[config.mk]
export PLATFORM = sky130hd
export DESIGN_NAME = rv32i_core
export DESIGN_NICKNAME = d
export VERILOG_FILES = /design/src/rtl/rv32i_core.sv
export SDC_FILE = /design/constraint.sdc
export NUM_CORES = 2
export LEC_CHECK = 0
export ABC_AREA = 1
export CORE_UTILIZATION = 40
export DETAILED_ROUTE_END_ITERATION = 10
export PLACE_DENSITY = 0.64
export SLEW_MARGIN = 25
export SYNTH_ARGS = -nofsm -noshare
export SYNTH_HDL_FRONTEND = slang
export SYNTH_SLANG_ARGS = --single-unit
[constraint.sdc]
create_clock -name clk -period 40.8 [get_ports clk]
set_input_delay 6.12 -clock clk [delete_from_list [all_inputs] [get_ports clk]]
set_output_delay 6.12 -clock clk [all_outputs]
set_load 0.02 [all_outputs]
[src/rtl/rv32i_core.sv]
// rv32i_core: single-cycle RV32I core.
// Fetch, execute and writeback complete in one clk.
module rv32i_core (
  input  logic        clk,
  input  logic        rst,
  output logic [31:0] inst_addr,
  input  logic [31:0] inst_val,
  output logic [31:0] data_addr,
  input  logic [31:0] data_rd,
  output logic [31:0] data_wr,
  output logic [3:0]  data_wr_en
);
  localparam logic [6:0] OP_LUI = 7'h37;
  localparam logic [6:0] OP_AUI = 7'h17;
  localparam logic [6:0] OP_JAL = 7'h6f;
  localparam logic [6:0] OP_JLR = 7'h67;
  localparam logic [6:0] OP_BR  = 7'h63;
  localparam logic [6:0] OP_LD  = 7'h03;
  localparam logic [6:0] OP_ST  = 7'h23;
  localparam logic [6:0] OP_IMM = 7'h13;
  localparam logic [6:0] OP_REG = 7'h33;

  logic [31:0] pc, pc4, pc_nxt, tgt;
  logic [31:0] rf [32];

  logic [6:0] opc, f7;
  logic [2:0] f3;
  logic [4:0] rd, rs1, rs2;
  logic [31:0] r1, r2;

  assign opc = inst_val[6:0];
  assign rd  = inst_val[11:7];
  assign f3  = inst_val[14:12];
  assign rs1 = inst_val[19:15];
  assign rs2 = inst_val[24:20];
  assign f7  = inst_val[31:25];
  assign r1  = rf[rs1];
  assign r2  = rf[rs2];

  logic [31:0] imm_i, imm_s, imm_b, imm_u, imm_j;
  assign imm_i = {{20{inst_val[31]}}, inst_val[31:20]};
  assign imm_s = {{20{inst_val[31]}}, f7, rd};
  assign imm_b = {{19{inst_val[31]}}, inst_val[31],
                  inst_val[7], inst_val[30:25],
                  inst_val[11:8], 1'b0};
  assign imm_u = {inst_val[31:12], 12'b0};
  assign imm_j = {{11{inst_val[31]}}, inst_val[31],
                  inst_val[19:12], inst_val[20],
                  inst_val[30:21], 1'b0};

  // Unrecognised encodings decode to no flag at all and act as NOPs
  logic is_lui, is_aui, is_jal, is_jlr, is_br;
  logic is_ld, is_st, is_opi, is_op, sh_ok;
  assign sh_ok  = (f3 == 3'b001) ? (f7 == 7'h00) :
                  (f3 == 3'b101) ? (f7 == 7'h00 || f7 == 7'h20) :
                  1'b1;
  assign is_lui = opc == OP_LUI;
  assign is_aui = opc == OP_AUI;
  assign is_jal = opc == OP_JAL;
  assign is_jlr = opc == OP_JLR && f3 == 3'b000;
  assign is_br  = opc == OP_BR && f3[2:1] != 2'b01;
  assign is_ld  = opc == OP_LD &&
                  (f3 inside {3'b000, 3'b001, 3'b010,
                              3'b100, 3'b101});
  assign is_st  = opc == OP_ST &&
                  (f3 inside {3'b000, 3'b001, 3'b010});
  assign is_opi = opc == OP_IMM && sh_ok;
  assign is_op  = opc == OP_REG &&
                  (f7 == 7'h00 || (f7 == 7'h20 &&
                   (f3 == 3'b000 || f3 == 3'b101)));

  logic [31:0] a, b, alu, sra;
  logic [2:0]  fn;
  logic        alt;

  always_comb begin
    a   = r1;
    b   = imm_i;
    fn  = f3;
    alt = 1'b0;
    unique case (1'b1)
      is_lui: begin a = '0; b = imm_u; fn = 3'b000; end
      is_aui: begin a = pc; b = imm_u; fn = 3'b000; end
      is_st:  begin b = imm_s; fn = 3'b000; end
      is_op:  begin b = r2; alt = f7[5]; end
      is_opi: alt = (f3 == 3'b101) && f7[5];
      default: fn = 3'b000;
    endcase
  end

  assign sra = $signed(a) >>> b[4:0];

  always_comb begin
    case (fn)
      3'b000:  alu = alt ? a - b : a + b;
      3'b001:  alu = a << b[4:0];
      3'b010:  alu = {31'b0, $signed(a) < $signed(b)};
      3'b011:  alu = {31'b0, a < b};
      3'b100:  alu = a ^ b;
      3'b101:  alu = alt ? sra : a >> b[4:0];
      3'b110:  alu = a | b;
      default: alu = a & b;
    endcase
  end

  assign data_addr = alu;

  logic eq, lt, ltu, take;
  assign eq  = r1 == r2;
  assign lt  = $signed(r1) < $signed(r2);
  assign ltu = r1 < r2;

  always_comb begin
    case (f3[2:1])
      2'b00:   take = eq ^ f3[0];
      2'b10:   take = lt ^ f3[0];
      2'b11:   take = ltu ^ f3[0];
      default: take = 1'b0;
    endcase
  end

  assign pc4 = pc + 32'd4;

  always_comb begin
    tgt = pc4;
    unique case (1'b1)
      is_br:  if (take) tgt = pc + imm_b;
      is_jal: tgt = pc + imm_j;
      is_jlr: tgt = alu;
      default: ;
    endcase
    pc_nxt = {tgt[31:2], 2'b00};
  end

  logic [7:0]  lb;
  logic [15:0] lh;
  logic [31:0] ldv;
  assign lb = data_rd[{data_addr[1:0], 3'b000} +: 8];
  assign lh = data_addr[1] ? data_rd[31:16] : data_rd[15:0];

  always_comb begin
    case (f3)
      3'b000:  ldv = {{24{lb[7]}}, lb};
      3'b001:  ldv = {{16{lh[15]}}, lh};
      3'b100:  ldv = {24'b0, lb};
      3'b101:  ldv = {16'b0, lh};
      default: ldv = data_rd;
    endcase
  end

  always_comb begin
    data_wr    = r2;
    data_wr_en = 4'b0000;
    if (is_st && !rst) begin
      case (f3[1:0])
        2'b00: begin
          data_wr    = {4{r2[7:0]}};
          data_wr_en = 4'b0001 << data_addr[1:0];
        end
        2'b01: begin
          data_wr    = {2{r2[15:0]}};
          data_wr_en = data_addr[1] ? 4'b1100 : 4'b0011;
        end
        default: data_wr_en = 4'b1111;
      endcase
    end
  end

  logic        wb;
  logic [31:0] res;
  assign wb  = is_lui | is_aui | is_op | is_opi |
               is_ld | is_jal | is_jlr;
  assign res = (is_jal | is_jlr) ? pc4 :
               is_ld ? ldv : alu;

  always_ff @(posedge clk or posedge rst) begin
    if (rst) begin
      pc <= '0;
      for (int i = 0; i < 32; i++) rf[i] <= '0;
    end else begin
      pc <= pc_nxt;
      if (wb && rd != 5'd0) rf[rd] <= res;
    end
  end

  assign inst_addr = pc;
endmodule

==> results.sh <==
export IMPL_ys_warn_count=0
export IMPL_place_area_mm2=0.0793
export IMPL_min_from="rf[1006]"
export IMPL_worst_r2r_setup_slack_ns=32.96
export IMPL_netSwitchingPower_w=0.00139
export IMPL_start_kind="primary input"
export IMPL_instances_no_fill=14325
export IMPL_path_clk_slew_ns=0.06
export IMPL_grt_usage_pct=38.5
export IMPL_first_pass_iters=9
export IMPL_setup_violations=0
export IMPL_combPwrFrac_pct=31.0
export IMPL_seqPwrFrac_pct=33.3
export IMPL_grt_pass1_vias=80289
export IMPL_finalWorstSetupSlack_ns=19.42
export IMPL_cp_required_ns=34.68
export IMPL_critPathKind="in -> out"
export IMPL_root_buffer="clkbuf_16"
export IMPL_drt_iter0_markers=13406
export IMPL_cts_repair_resized=0
export IMPL_grt_pass1_wl_um=553000
export IMPL_finalCriticalPeriod_ns=21.38
export IMPL_crit_top_cell="nand2_1"
export IMPL_stdcell_area_mm2=0.0841
export IMPL_p_leak_nw=42.3
export IMPL_gp_congestion=1.03
export IMPL_cts_made_buffers=130
export IMPL_status="finished, final reports clean"
export IMPL_async_flop_share_pct=100
export IMPL_postRouteAntennaNets=0
export IMPL_drive_gt1_share_pct=5.40
export IMPL_dp_slack_ns=19.90
export IMPL_worstHoldPathType="reg -> reg"
export IMPL_worst_r2r_endpoint="rf[552]"
export IMPL_core_area_mm2=0.191
export IMPL_clockPowerShare_pct=35.7
export IMPL_initial_core_util_pct=40.4
export IMPL_crit_path_max_incr_delay_ns=0.88
export IMPL_dieArea_mm2=0.194
export IMPL_ys_seq_area_share_pct=34.3
export IMPL_finalSetupTns_ns=0
export IMPL_reg2reg_from="rf[34]"
export IMPL_fmax_mhz=46.8
export IMPL_row_count=160
export IMPL_grt_setup_unrepaired="false"
export IMPL_powerDensity_mw_per_mm2=41.8
export IMPL_io_pins=166
export IMPL_holdPathStages=0
export IMPL_min_period_over_period_pct=52.4
export IMPL_hold_end="rf[1006]"
export IMPL_die_h_um=441
export IMPL_path_max_fanout=156
export IMPL_timing_final_max_slew_violations=0
export IMPL_post_cts_buffers=0
export IMPL_clock_path_buffers=3
export IMPL_reg2regPathDepth=36
export IMPL_finClkSkew_ns=0.0865
export IMPL_io_buffers=163
export IMPL_end_kind="output port"
export IMPL_irDropWorstVdd_v=0.0000379
export IMPL_clock_latency_ns=0.86
export IMPL_place_inst=14075
export IMPL_p_int_w=0.00213
export IMPL_hold_buffers=0
export IMPL_die_width_um=441
export IMPL_critPathSlowestCell="buf_4"
export IMPL_cts_max_level=4
export IMPL_routed_wirelength_um=385000
export IMPL_synth_cell_area_mm2=0.0770
export IMPL_wl_per_cell_um=26.8
export IMPL_areaGrowthSynthToFinish_pct=9.21
export IMPL_grt_ovfl_total=0
export IMPL_num_nets_final=11950
export IMPL_syn_area_per_cell_um2=6.36
export IMPL_worstMarginPinSlew_ns=1.20
export IMPL_synth_cell_type_count=69
export IMPL_max_slew_margin_pct=19.6
export IMPL_tritoncts="built"
export IMPL_synth_ff_latch_count=1054
export IMPL_synth_edf_count=0
export IMPL_antenna_found_initial=16
export IMPL_vias=86700
export IMPL_post_dp_hpwl_um=246000
export IMPL_drv_cap=0
export IMPL_switching_share_pct=39.5
export IMPL_finalHoldViolCount=0
export IMPL_ys_flop_type="dfrtp_1"
export IMPL_viasPerCell=6.05
export IMPL_cp_arrival_ns=15.26
export IMPL_synth_cells=12113
export IMPL_grt_max_degree=180
export IMPL_drc=0
export IMPL_cts_sinks=1054
-- how the worst max path moves through the flow --
stage | slack, ns | start | endpoint | cells past startpoint
floorplan | 5.01 | rst | inst_addr[10] | 1
global placement | 19.92 | inst_val[20] | data_wr_en[0] | 31
detailed placement | 19.90 | inst_val[20] | data_wr_en[2] | 31
CTS | 19.90 | inst_val[20] | data_wr_en[2] | 31
global route | 19.05 | inst_val[20] | data_addr[22] | 34
finish | 19.42 | inst_val[20] | data_wr_en[2] | 35
-- synth_stat cells, types with 48 or more instances --
master    count  area share, %
a21oi_1     678            4.4
a31oi_1      50           0.41
buf_1        91           0.44
buf_2       310            2.0
buf_4        98           0.96
clkbuf_1    373            1.8
dfrtp_1    1054             34
ha_1        178            2.9
inv_1       993            4.8
nand2_1    4716             23
nand3_1    1399            9.1
nand4_1      66           0.54
nor2_1      425            2.1
nor3_1       53           0.34
o211ai_1    131            1.3
o21ai_0     918            6.0
o21ai_1      72           0.47
o22ai_1      48           0.39
or2_2        63           0.51
xor2_1       59           0.67
-- flip-flops by register name (all words and copies together) (netlist names) --
name       count
inst_addr     30
rf          1024
-- cells by family after synthesis --
family / count (synthesis) / share of synthesized area (%)
AOI/OAI and AO/OA: 2067 / 14.8
xor gates and xnor gates: 63 / 0.717
other: 1 / 0.00487
muxes: 2 / 0.0260
adders and majority gates: 182 / 3.00
DFF: 1054 / 34.3
buffers and inverters: 1946 / 10.9
and+or+nand+nor: 6798 / 36.3
-- power groups by stage --
stage | Clock (W) | Combinational (W) | Sequential (W)
after detailed placement | 0 | 0.00104 | 0.00118
after global routing | 0.00130 | 0.00115 | 0.00117
after floorplan | 0 | 0.000652 | 0.00118
final | 0.00126 | 0.00109 | 0.00117
after global placement | 0 | 0.00103 | 0.00118
after CTS | 0.00126 | 0.00104 | 0.00117
-- final cells by class --
cell class	instances	area, um^2
Tap cell	2511	3140
Timing Repair Buffer	378	3500
Inverter	1024	3920
Clock buffer	192	3860
Antenna cell	8	20.0
Sequential cell	1054	26400
Clock inverter	44	778
Multi-Input combinational cell	9114	42500
Fill cell	19775	106000
-- stage by stage --
stage / hold WS, ns / total power [W] / util [%]
floorplan: 0.445 / 0.00183 / -
global placement: 0.383 / 0.00222 / 41.6
detailed placement: 0.387 / 0.00222 / 41.6
CTS: 0.400 / 0.00347 / 44.0
global route: 0.413 / 0.00363 / 44.1
finish: 0.400 / 0.00351 / 44.1
-- metal layers --
metal	GRT usage, %	wire length [um]	vias to the layer above	part of all wire, %
li1	-	-	38207	-
met1	47.6	140000	40769	36
met2	56.3	161000	6186	42
met3	10.5	47900	1530	12
met4	30.6	35200	8	9.1
met5	0	47	-	0.012
-- placed cells by master (no fill, tap or decap), types with 11 or more instances in the layout --
| cell type | instances |
|---|---|
| clkinv_1 | 11 |
| inv_1 | 986 |
| clkinv_2 | 17 |
| xor2_1 | 59 |
| nor3_1 | 33 |
| a31oi_1 | 46 |
| nor2_4 | 12 |
| buf_12 | 14 |
| nand4_1 | 66 |
| buf_4 | 192 |
| o2111ai_1 | 33 |
| clkbuf_16 | 130 |
| clkbuf_8 | 37 |
| nor4_1 | 13 |
| nor3_2 | 21 |
| or2_2 | 63 |
| o21ai_1 | 79 |
| inv_2 | 15 |
| clkdlybuf4s50_1 | 152 |
| ha_1 | 178 |
| nand2_1 | 4713 |
| a21oi_1 | 673 |
| o22ai_1 | 48 |
| dfrtp_1 | 1054 |
| o221ai_1 | 35 |
| o211ai_1 | 131 |
| nand2_2 | 28 |
| o21ai_0 | 908 |
| nand3_1 | 1398 |
| nor2_1 | 413 |
| nand3_2 | 11 |
| clkbuf_1 | 25 |
| a22oi_1 | 16 |
-- worst max-delay path: cells and delay by family --
family | cells | cell delay [ns]
AOI/OAI and AO/OA | 6 | 2.15
and+or+nand+nor | 20 | 2.49
adders and majority gates | 2 | 0.74
buffers and inverters | 7 | 3.17
(Power assumes the default switching activity.)
